===== src/rtl/dr_channel_scheduler_pkg.sv =====
// Shared definitions for the dual-rail channel scheduler: level constants,
// FSM state encodings and the spacer (return-to-zero) rail value.
package dr_channel_scheduler_pkg;

   localparam logic ON  = 1'b1;
   localparam logic OFF = 1'b0;

   localparam int unsigned ST_W = 2;
   localparam logic [ST_W-1:0] ST_IDLE = 2'd0;
   localparam logic [ST_W-1:0] ST_DATA = 2'd1;
   localparam logic [ST_W-1:0] ST_NULL = 2'd2;

   // Every rail low is the four-phase spacer between codewords.
   localparam logic SPACER_BIT = 1'b0;

endpackage


===== src/rtl/dr_channel_scheduler_rr_picker.sv =====
// Combinational round-robin select: first asserted request at or after the
// pointer, searching cyclically. Wrap uses a compare, so any N_REQ works.
module dr_channel_scheduler_rr_picker
   import dr_channel_scheduler_pkg::*;
#(
   parameter int unsigned N_REQ = 4,
   parameter int unsigned IDX_W = 2
) (
   input  logic [N_REQ-1:0] req_i,
   input  logic [IDX_W-1:0] ptr_i,
   output logic [IDX_W-1:0] idx_o,
   output logic             found_o
);

   int unsigned j;

   // Scan all offsets from the pointer; the earliest hit wins.
   always_comb begin
      idx_o   = '0;
      found_o = OFF;
      j       = 0;
      for (int unsigned i = 0; i < N_REQ; i++) begin
         j = 32'(ptr_i) + i;
         if (j >= N_REQ) begin
            j = j - N_REQ;
         end
         if (!found_o && req_i[j[IDX_W-1:0]]) begin
            found_o = ON;
            idx_o   = j[IDX_W-1:0];
         end
      end
   end

endmodule


===== src/rtl/dr_channel_scheduler.sv =====
// Shares one dual-rail four-phase handshake stage among N_REQ single-rail
// requesters: arbitrate, drive codeword, wait ack, drive spacer, wait ack low.
module dr_channel_scheduler
   import dr_channel_scheduler_pkg::*;
#(
   parameter int unsigned N_REQ       = 4,
   parameter int unsigned BIT0        = 8,
   parameter int unsigned BIT1        = 16,
   parameter int unsigned SYNC_STAGES = 2,
   parameter int unsigned TIMEOUT     = 255
) (
   input  logic                      clk,
   input  logic                      reset_n,
   input  logic [N_REQ-1:0]          req,
   input  logic [N_REQ*BIT0-1:0]     data0,
   input  logic [N_REQ*BIT1-1:0]     data1,
   output logic [N_REQ-1:0]          gnt,
   output logic [$clog2(N_REQ)-1:0]  grant_id,
   output logic [BIT0-1:0]           dt_0,
   output logic [BIT0-1:0]           df_0,
   output logic [BIT1-1:0]           dt_1,
   output logic [BIT1-1:0]           df_1,
   input  logic                      ack_prev,
   output logic                      busy,
   output logic                      timeout_err,
   input  logic                      clear_err
);

   localparam int unsigned IDX_W = $clog2(N_REQ);
   localparam int unsigned CNT_W = $clog2(TIMEOUT + 1);
   localparam logic [CNT_W-1:0] TO_CNT = CNT_W'(TIMEOUT);

   logic [SYNC_STAGES-1:0] sync_q;
   logic                   ack_s;

   logic [ST_W-1:0]  state_q, state_d;
   logic [IDX_W-1:0] ptr_q, ptr_d, gid_q, gid_d, ptr_nxt;
   logic [CNT_W-1:0] cnt_q, cnt_d;
   logic [BIT0-1:0]  dt0_q, dt0_d, df0_q, df0_d, sel0;
   logic [BIT1-1:0]  dt1_q, dt1_d, df1_q, df1_d, sel1;
   logic [N_REQ-1:0] gnt_q, gnt_d;
   logic             err_q, err_d, busy_q, busy_d;

   logic [IDX_W-1:0] pick_idx;
   logic             pick_found;

   // Ack synchronizer chain; only the last stage feeds decisions.
   for (genvar g = 0; g < SYNC_STAGES; g++) begin : g_sync
      if (g == 0) begin : g_first
         always_ff @(posedge clk or negedge reset_n) begin
            if (!reset_n) sync_q[g] <= OFF;
            else          sync_q[g] <= ack_prev;
         end
      end else begin : g_rest
         always_ff @(posedge clk or negedge reset_n) begin
            if (!reset_n) sync_q[g] <= OFF;
            else          sync_q[g] <= sync_q[g-1];
         end
      end
   end
   assign ack_s = sync_q[SYNC_STAGES-1];

   dr_channel_scheduler_rr_picker #(
      .N_REQ (N_REQ),
      .IDX_W (IDX_W)
   ) u_picker (
      .req_i   (req),
      .ptr_i   (ptr_q),
      .idx_o   (pick_idx),
      .found_o (pick_found)
   );

   assign sel0    = data0[pick_idx*BIT0 +: BIT0];
   assign sel1    = data1[pick_idx*BIT1 +: BIT1];
   assign ptr_nxt = (gid_q == IDX_W'(N_REQ - 1)) ? '0 : gid_q + 1'b1;

   // Handshake sequencing: next state, rails, grant pulse, counter and error.
   always_comb begin
      state_d = state_q;
      ptr_d   = ptr_q;
      gid_d   = gid_q;
      cnt_d   = cnt_q;
      dt0_d   = dt0_q;
      df0_d   = df0_q;
      dt1_d   = dt1_q;
      df1_d   = df1_q;
      gnt_d   = '0;
      err_d   = clear_err ? OFF : err_q;
      case (state_q)
         ST_IDLE: begin
            if (pick_found && !ack_s) begin
               state_d = ST_DATA;
               gid_d   = pick_idx;
               cnt_d   = '0;
               dt0_d   = sel0;
               df0_d   = ~sel0;
               dt1_d   = sel1;
               df1_d   = ~sel1;
            end
         end
         ST_DATA: begin
            if (ack_s || cnt_q == TO_CNT) begin
               state_d = ST_NULL;
               cnt_d   = '0;
               dt0_d   = {BIT0{SPACER_BIT}};
               df0_d   = {BIT0{SPACER_BIT}};
               dt1_d   = {BIT1{SPACER_BIT}};
               df1_d   = {BIT1{SPACER_BIT}};
               if (ack_s) gnt_d[gid_q] = ON;
               else       err_d        = ON;
            end else begin
               cnt_d = cnt_q + 1'b1;
            end
         end
         ST_NULL: begin
            if (!ack_s || cnt_q == TO_CNT) begin
               state_d = ST_IDLE;
               ptr_d   = ptr_nxt;
               cnt_d   = '0;
               if (ack_s) err_d = ON;
            end else begin
               cnt_d = cnt_q + 1'b1;
            end
         end
         default: begin
            state_d = ST_IDLE;
            cnt_d   = '0;
            dt0_d   = {BIT0{SPACER_BIT}};
            df0_d   = {BIT0{SPACER_BIT}};
            dt1_d   = {BIT1{SPACER_BIT}};
            df1_d   = {BIT1{SPACER_BIT}};
         end
      endcase
      busy_d = (state_d != ST_IDLE);
   end

   // State and output registers; reset forces the spacer immediately.
   always_ff @(posedge clk or negedge reset_n) begin
      if (!reset_n) begin
         state_q <= ST_IDLE;
         ptr_q   <= '0;
         gid_q   <= '0;
         cnt_q   <= '0;
         dt0_q   <= '0;
         df0_q   <= '0;
         dt1_q   <= '0;
         df1_q   <= '0;
         gnt_q   <= '0;
         err_q   <= OFF;
         busy_q  <= OFF;
      end else begin
         state_q <= state_d;
         ptr_q   <= ptr_d;
         gid_q   <= gid_d;
         cnt_q   <= cnt_d;
         dt0_q   <= dt0_d;
         df0_q   <= df0_d;
         dt1_q   <= dt1_d;
         df1_q   <= df1_d;
         gnt_q   <= gnt_d;
         err_q   <= err_d;
         busy_q  <= busy_d;
      end
   end

   assign gnt         = gnt_q;
   assign grant_id    = gid_q;
   assign dt_0        = dt0_q;
   assign df_0        = df0_q;
   assign dt_1        = dt1_q;
   assign df_1        = df1_q;
   assign busy        = busy_q;
   assign timeout_err = err_q;

endmodule


===== config.mk =====
export PLATFORM = sky130hd
export DESIGN_NAME = dr_channel_scheduler
export DESIGN_NICKNAME = d
export VERILOG_FILES = /design/src/rtl/dr_channel_scheduler_pkg.sv /design/src/rtl/dr_channel_scheduler_rr_picker.sv /design/src/rtl/dr_channel_scheduler.sv
export SDC_FILE = /design/constraint.sdc
export NUM_CORES = 1
export LEC_CHECK = 0
export ABC_AREA = 1
export CORE_MARGIN = 1
export CORE_UTILIZATION = 45
export DETAILED_ROUTE_END_ITERATION = 10
export GPL_ROUTABILITY_DRIVEN = 0
export PLACE_DENSITY = 0.83
export SLEW_MARGIN = 20
export SYNTH_ARGS = -nofsm -noshare
export SYNTH_HDL_FRONTEND = slang
export SYNTH_SLANG_ARGS = --single-unit

===== constraint.sdc =====
create_clock -name clk -period 4.3 [get_ports clk]
set_input_delay 1.29 -clock clk [delete_from_list [all_inputs] [get_ports clk]]
set_output_delay 1.29 -clock clk [all_outputs]
set_load 0.02 [all_outputs]

# Word level (Yosys, flattened, before mapping)
# Index checks and enable logic that the tools add are counted.
totals:
  ramBits: 0
  mem_count: 0
  latchBits: 0
  reg_bits: 70
  output_inout_bits: 56
  wordCells: 109
  input_bits: 104
  romBits: 0
op_classes:
  bitwise: 3
  n_mux: 50
  eq_ne: 6
  n_reduce_logical: 16
  shift: 2
  div_mod_pow: 0
  n_addsub: 9
  n_mul: 0
  order_cmp: 10
op_table:
  columns: ["operator", "n"]
  rows:
  - ["16-bit case mux with 3 select lines", 2]
  - ["8-bit case mux with 3 select lines", 3]
  - ["64-bit by 7-bit variable part select with 16-bit output", 1]
  - ["16-bit two-way mux", 3]
  - ["8-bit two-way mux", 6]
  - ["32-bit by 6-bit variable part select with 8-bit output", 1]
  - ["2-bit two-way mux", 12]
  - ["16-bit NOT", 1]
  - ["2-bit by 3-bit < comparator with 1-bit output, second input constant", 5]
  - ["1-bit two-way mux", 14]
  - ["4-bit two-way mux", 3]
  - ["3-bit >= comparator, second input constant", 3]
  - ["8-bit by 1-bit adder with 8-bit output, second input constant", 1]
  - ["1-bit binary-select mux with 2-bit select", 4]
  - ["8-bit == test, second input constant", 1]
  - ["8-bit NOT", 1]
  - ["2-bit by 1-bit subtractor with 2-bit output, second input constant", 4]
  - ["2-bit by 2-bit adder with 3-bit output, second input constant", 2]
  - ["2-bit case mux with 3 select lines", 1]
  - ["1-bit logical AND", 5]
  - ["2-bit == test, second input constant", 2]
  - ["1-bit zero test", 4]
  - ["2-bit != test, second input constant", 2]
  - ["2-bit AND reduction", 2]
  - ["12 further kinds", 13]

# Longest topological paths before layout
depth:
  depth_word: 18
  ltp_mapped: 16

# Modules after synthesis
# A second synthesis with hierarchy kept.
hier_totals:
  hier_cells: 585
  area_unflattened_um2: 4275.4
by_module_without_submodules:
  columns: ["module", "n_inst", "cells_each", "seq_area_each_um2", "area_each_um2"]
  rows:
  - ["dr_channel_scheduler", 1, 526, 1751.7, 3956.3]
  - ["dr_channel_scheduler_rr_picker", 1, 59, 0.0, 319.1]

# Worst setup path before layout
# OpenSTA, ideal clock, no wires.
synth_path:
  path_kind: "input-to-reg"
  start: "input req[3]"
  end: "register df1_q[10], in the netlist df_1[10]"
  slack_ps: 1684
  cell_stages: 13
  arrival_ps: 2499
  required_time_ps: 4183
  path_buffers: 1
  path_cell_list: "inv_1 -> nand2_1 -> nand3_1 -> nand2_2 -> inv_1 -> nand2_1 -> nand2_2 -> clkbuf_1 -> nand4_1 -> nand2_1 -> nand2_1 -> nand3_1 -> nand2_1"
synth_via:
  elab_chain_cells: 16
  elab_cells_between_ends: 29
synth_lines:
  columns: ["item", "line_no", "text"]
  rows:
  - ["start, declared", "dr_channel_scheduler.sv:14", "input logic [N_REQ-1:0] req,"]
  - ["1-bit binary-select mux with 2-bit select", "dr_channel_scheduler_rr_picker.sv:27", "if (!found_o && req_i[j[IDX_W-1:0]]) begin"]
  - ["1-bit two-way mux (not written as such)", "dr_channel_scheduler_rr_picker.sv:27", null]
  - ["1-bit two-way mux", "dr_channel_scheduler_rr_picker.sv:27", null]
  - ["1-bit zero test", "dr_channel_scheduler_rr_picker.sv:27", null]
  - ["1-bit logical AND", "dr_channel_scheduler_rr_picker.sv:27", null]
  - ["1-bit two-way mux", "dr_channel_scheduler_rr_picker.sv:27", null]
  - ["1-bit zero test", "dr_channel_scheduler_rr_picker.sv:27", null]
  - ["1-bit logical AND", "dr_channel_scheduler_rr_picker.sv:27", null]
  - ["1-bit two-way mux", "dr_channel_scheduler_rr_picker.sv:27", null]
  - ["1-bit zero test", "dr_channel_scheduler_rr_picker.sv:27", null]
  - ["1-bit logical AND", "dr_channel_scheduler_rr_picker.sv:27", null]
  - ["2-bit two-way mux", "dr_channel_scheduler_rr_picker.sv:27", null]
  - ["64-bit by 7-bit variable part select with 16-bit output", "dr_channel_scheduler.sv:74", "assign sel1 = data1[pick_idx*BIT1 +: BIT1];"]
  - ["16-bit NOT", "dr_channel_scheduler.sv:98", "df1_d = ~sel1;"]
  - ["16-bit two-way mux", "dr_channel_scheduler.sv:91", "if (pick_found && !ack_s) begin"]
  - ["16-bit case mux with 3 select lines", "dr_channel_scheduler.sv:89", "case (state_q)"]
  - ["end signal, assigned", "dr_channel_scheduler.sv:147", "df1_q <= '0;"]
  - ["end signal, assigned", "dr_channel_scheduler.sv:159", "df1_q <= df1_d;"]
  - ["end, declared", "dr_channel_scheduler.sv:40", "logic [BIT1-1:0] dt1_q, dt1_d, df1_q, df1_d, sel1;"]
# Parallel ways exist; a longest one is shown, timed or not. The select of a mux whose other input is x is not followed.
# A chain may end at the register's enable or synchronous reset.

# Worst setup path after layout
layout_path:
  start: "input req[3]"
  end: "register dt0_q[1], in the netlist dt_0[1]"
layout_via:
  elab_chain_cells: 15
  elab_cells_between_ends: 28
layout_lines:
  columns: ["item", "line_no", "text"]
  rows:
  - ["1-bit binary-select mux with 2-bit select", "dr_channel_scheduler_rr_picker.sv:27", null]
  - ["1-bit two-way mux (not written as such)", "dr_channel_scheduler_rr_picker.sv:27", null]
  - ["1-bit two-way mux", "dr_channel_scheduler_rr_picker.sv:27", null]
  - ["1-bit zero test", "dr_channel_scheduler_rr_picker.sv:27", null]
  - ["1-bit logical AND", "dr_channel_scheduler_rr_picker.sv:27", null]
  - ["1-bit two-way mux", "dr_channel_scheduler_rr_picker.sv:27", null]
  - ["1-bit zero test", "dr_channel_scheduler_rr_picker.sv:27", null]
  - ["1-bit logical AND", "dr_channel_scheduler_rr_picker.sv:27", null]
  - ["1-bit two-way mux", "dr_channel_scheduler_rr_picker.sv:27", null]
  - ["1-bit zero test", "dr_channel_scheduler_rr_picker.sv:27", null]
  - ["1-bit logical AND", "dr_channel_scheduler_rr_picker.sv:27", null]
  - ["2-bit two-way mux / 1-bit two-way mux (equally long branches)", "dr_channel_scheduler_rr_picker.sv:27", null]
  - ["32-bit by 6-bit variable part select with 8-bit output / 1-bit logical AND (equally long branches)", "dr_channel_scheduler.sv:73, dr_channel_scheduler.sv:91", null]
  - ["8-bit two-way mux / 2-bit != test (equally long branches)", null, null]
  - ["8-bit case mux with 3 select lines / 3-bit AND reduction (equally long branches)", null, null]
  - ["end signal, assigned", "dr_channel_scheduler.sv:156", "dt0_q <= dt0_d;"]
  - ["end, declared", "dr_channel_scheduler.sv:39", "logic [BIT0-1:0] dt0_q, dt0_d, df0_q, df0_d, sel0;"]
# Parallel ways exist; a longest one is shown, timed or not. The select of a mux whose other input is x is not followed.

==> flow_summary.ini <==
[pwr]
ir_worst_vdd_mv = 0.482
p_leak_nw = 3.53
powerDensity_nw_per_um2 = 766

[grt]
grt.overflow.total = 0
antenna_found_initial = 1
grt_use_total_pct = 27.1
grt_max_degree = 73
grt_pass1_vias = 5045
grt_pass1_wl_um = 24500

[detailed_routing]
drtPass1Iterations = 5
num_vias = 5467
first_iter_violations = 462
route.detailed.drc = 0
wirelength_um = 15300
routed_via_density = 5.30
wl_per_cell_um = 14.8
antenna_left = 0

[setup_path]
crit_top_cell = nand2_1
path_max_fanout = 34
cp_cell_sequence = clkdlybuf4s50_1 -> inv_1 -> nand2_1 -> nand3_1 -> nand2_2 -> nor2_4 -> nand3_2 -> nand3_4 -> buf_4 -> nand2_1 -> nand2_1 -> nand2_1 -> nand3_1 -> nand2_1
r2r-start = ptr_q[0]
cp_num_buf_inv = 3
slowest_delay_ns = 0.48
startpoint_type = primary input
ff2ff_path_depth = 14
r2r-end = dt_0[1]
cp.required_ns = 4.54
crit_arrival_ns = 3.74
crit_family = simple AND/OR/NAND/NOR gates
cpMaxStageDelayCell = nand3_4
crit_type = primary input to register
r2r_slack_ns = 1.54
critPathCaptureType = register

[placed_design]
numPortBuffers = 159
placed_cells = 1015
dp_hpwl_um = 10400

[yosys]
netlist_area_um2 = 4940
syn_area_per_cell_um2 = 6.51
synthDistinctLibCells = 24
synthTopCellsByArea = dfrtp_1 35%, nand2_1 21%, nand3_1 14%
yosysSeqAreaShare_pct = 35.5
syn-num-nets = 871
synth_largest_area_cell = dfrtp_1
synthCells = 758
yosys.area.top_type_share_pct = 35.5
yosys_warnings = 0
synth_seq_cells = 70

[clock_tree]
cts_max_level = 3
postCtsHoldBufs = 0
cts_resized = 0
cts_setup_buffers = 0
clk_path_buf_depth = 2
cts_buffers = 9
clock_latency_ns = 0.35
root_buffer = clkbuf_8
clkTransAtPathRegs_ns = 0.08
cts.sinks = 70
tritoncts = yes

[final_layout]
layout_common_cells = 271 x nand2_1, 158 x clkdlybuf4s50_1, 136 x nand3_1
fin_cells = 1032
syn2layout_area_growth_pct = 37.6
nNetsFinal = 1003
drive_gt1_share_pct = 4.80
final_common_cell = nand2_1

[sta]
fin_setup_tns_ns = 0
fmax_mhz = 286
tightest_slew_ns = 0.911
finalMaxSlewViolations = 0
finalHoldViolations = 0
period_share_pct = 81.3
fin_crit_ns = 3.50
rsz0062_at_grt = no
fin_skew_ns = 0.00964
holdWs_ns = 0.355
max-slew-margin-rel_pct = 39.3
finalSetupViolCount = 0

[floorplanning]
io_pins = 160
die_x_um = 107
core_area_um2 = 10500
die-area_um2 = 11400
start_util_pct = 47.2
fp-row-count = 37
die_y_um = 107

[hold_path]
min_to = ack_s
hold_depth = 0
hold_class = register to register
min_from = sync_q[0]

[run]
max_cap_violations = 0

[run_status]
status = finished, final reports clean
final cells by class:
type	count	area, µm²
fill	960	3670
multi-input combinational	541	2580
sequential	70	1750
timing repair buffer	172	1710
inverter	96	363
tap	136	170
clock buffer	10	128
clock inverter	6	86.3
antenna	1	2.50
power breakdown:
part | internal (W) | switching, W
clock | 0.000326 | 0.000267
sequential | 0.000845 | 0.000119
combinational | 0.00127 | 0.00238
total | 0.00244 | 0.00277
per-stage QoR:
| step | total power (W) | setup WS, ns | cell area (µm²) | utilization [%] |
|---|---|---|---|---|
| 2_1_floorplan | 0.00362 | 1.68 | 4940 | - |
| 3_3_place_gp | 0.00453 | 0.545 | 6580 | 62.9 |
| 3_5_place_dp | 0.00458 | 0.481 | 6580 | 62.9 |
| 4_1_cts | 0.00519 | 0.834 | 6790 | 64.9 |
| 5_1_grt | 0.00570 | 0.525 | 6790 | 64.9 |
| 6_report | 0.00520 | 0.803 | 6800 | 64.9 |
state kept, by name (all words and copies together), names as in the netlist:
name / cells
gnt: 4
dt_0: 8
state_q: 2
grant_id: 2
ack_s: 1
busy: 1
df_0: 8
df_1: 16
dt_1: 16
sync_q: 1
cnt_q: 8
ptr_q: 2
timeout_err: 1
logic make-up (layout without fill, tap and decap cells):
logic type               count (synthesis)  count (layout)  synth area share (%)
other                                    0               1                     0
adder cells (fa/ha/maj)                  9               9                  2.28
XOR/XNOR                                 5               5                 0.887
AO/OA/AOI/OAI                           16              16                  1.75
AND/OR/NAND/NOR                        511             511                  47.1
flip-flops                              70              70                  35.5
buffers and inverters                  147             284                  12.5
worst max path at each step:
stage | start | end | cells after the start
finish | req[3] | dt_0[1] | 14
global route | req[3] | df_1[13] | 14
CTS | req[3] | dt_0[0] | 14
detailed placement | req[3] | dt_0[1] | 14
global placement | req[3] | dt_0[3] | 14
floorplan | req[3] | df_1[10] | 13
synthesized netlist by cell type (all sizes together):
| master | count |
|---|---|
| nand2 | 276 |
| nand3 | 140 |
| inv | 96 |
| nand4 | 73 |
| dfrtp | 70 |
| buf | 29 |
| clkbuf | 22 |
| nor2 | 17 |
| o21ai | 12 |
| ha | 9 |
| xor2 | 5 |
| nor3 | 3 |
| a21oi | 2 |
| and3 | 2 |
| o211ai | 1 |
| o32ai | 1 |
routing by layer:
metal  vias to the layer above  global-route usage, %  share of wire [%]
li1                       2733                      -                  -
met1                      2423                   37.7                 43
met2                       275                   41.3                 45
met3                        36                   5.47                8.8
met4                         0                   10.9                3.0
met5                         -                      0                  0
Note: power is estimated with default switching activity, not from simulation.
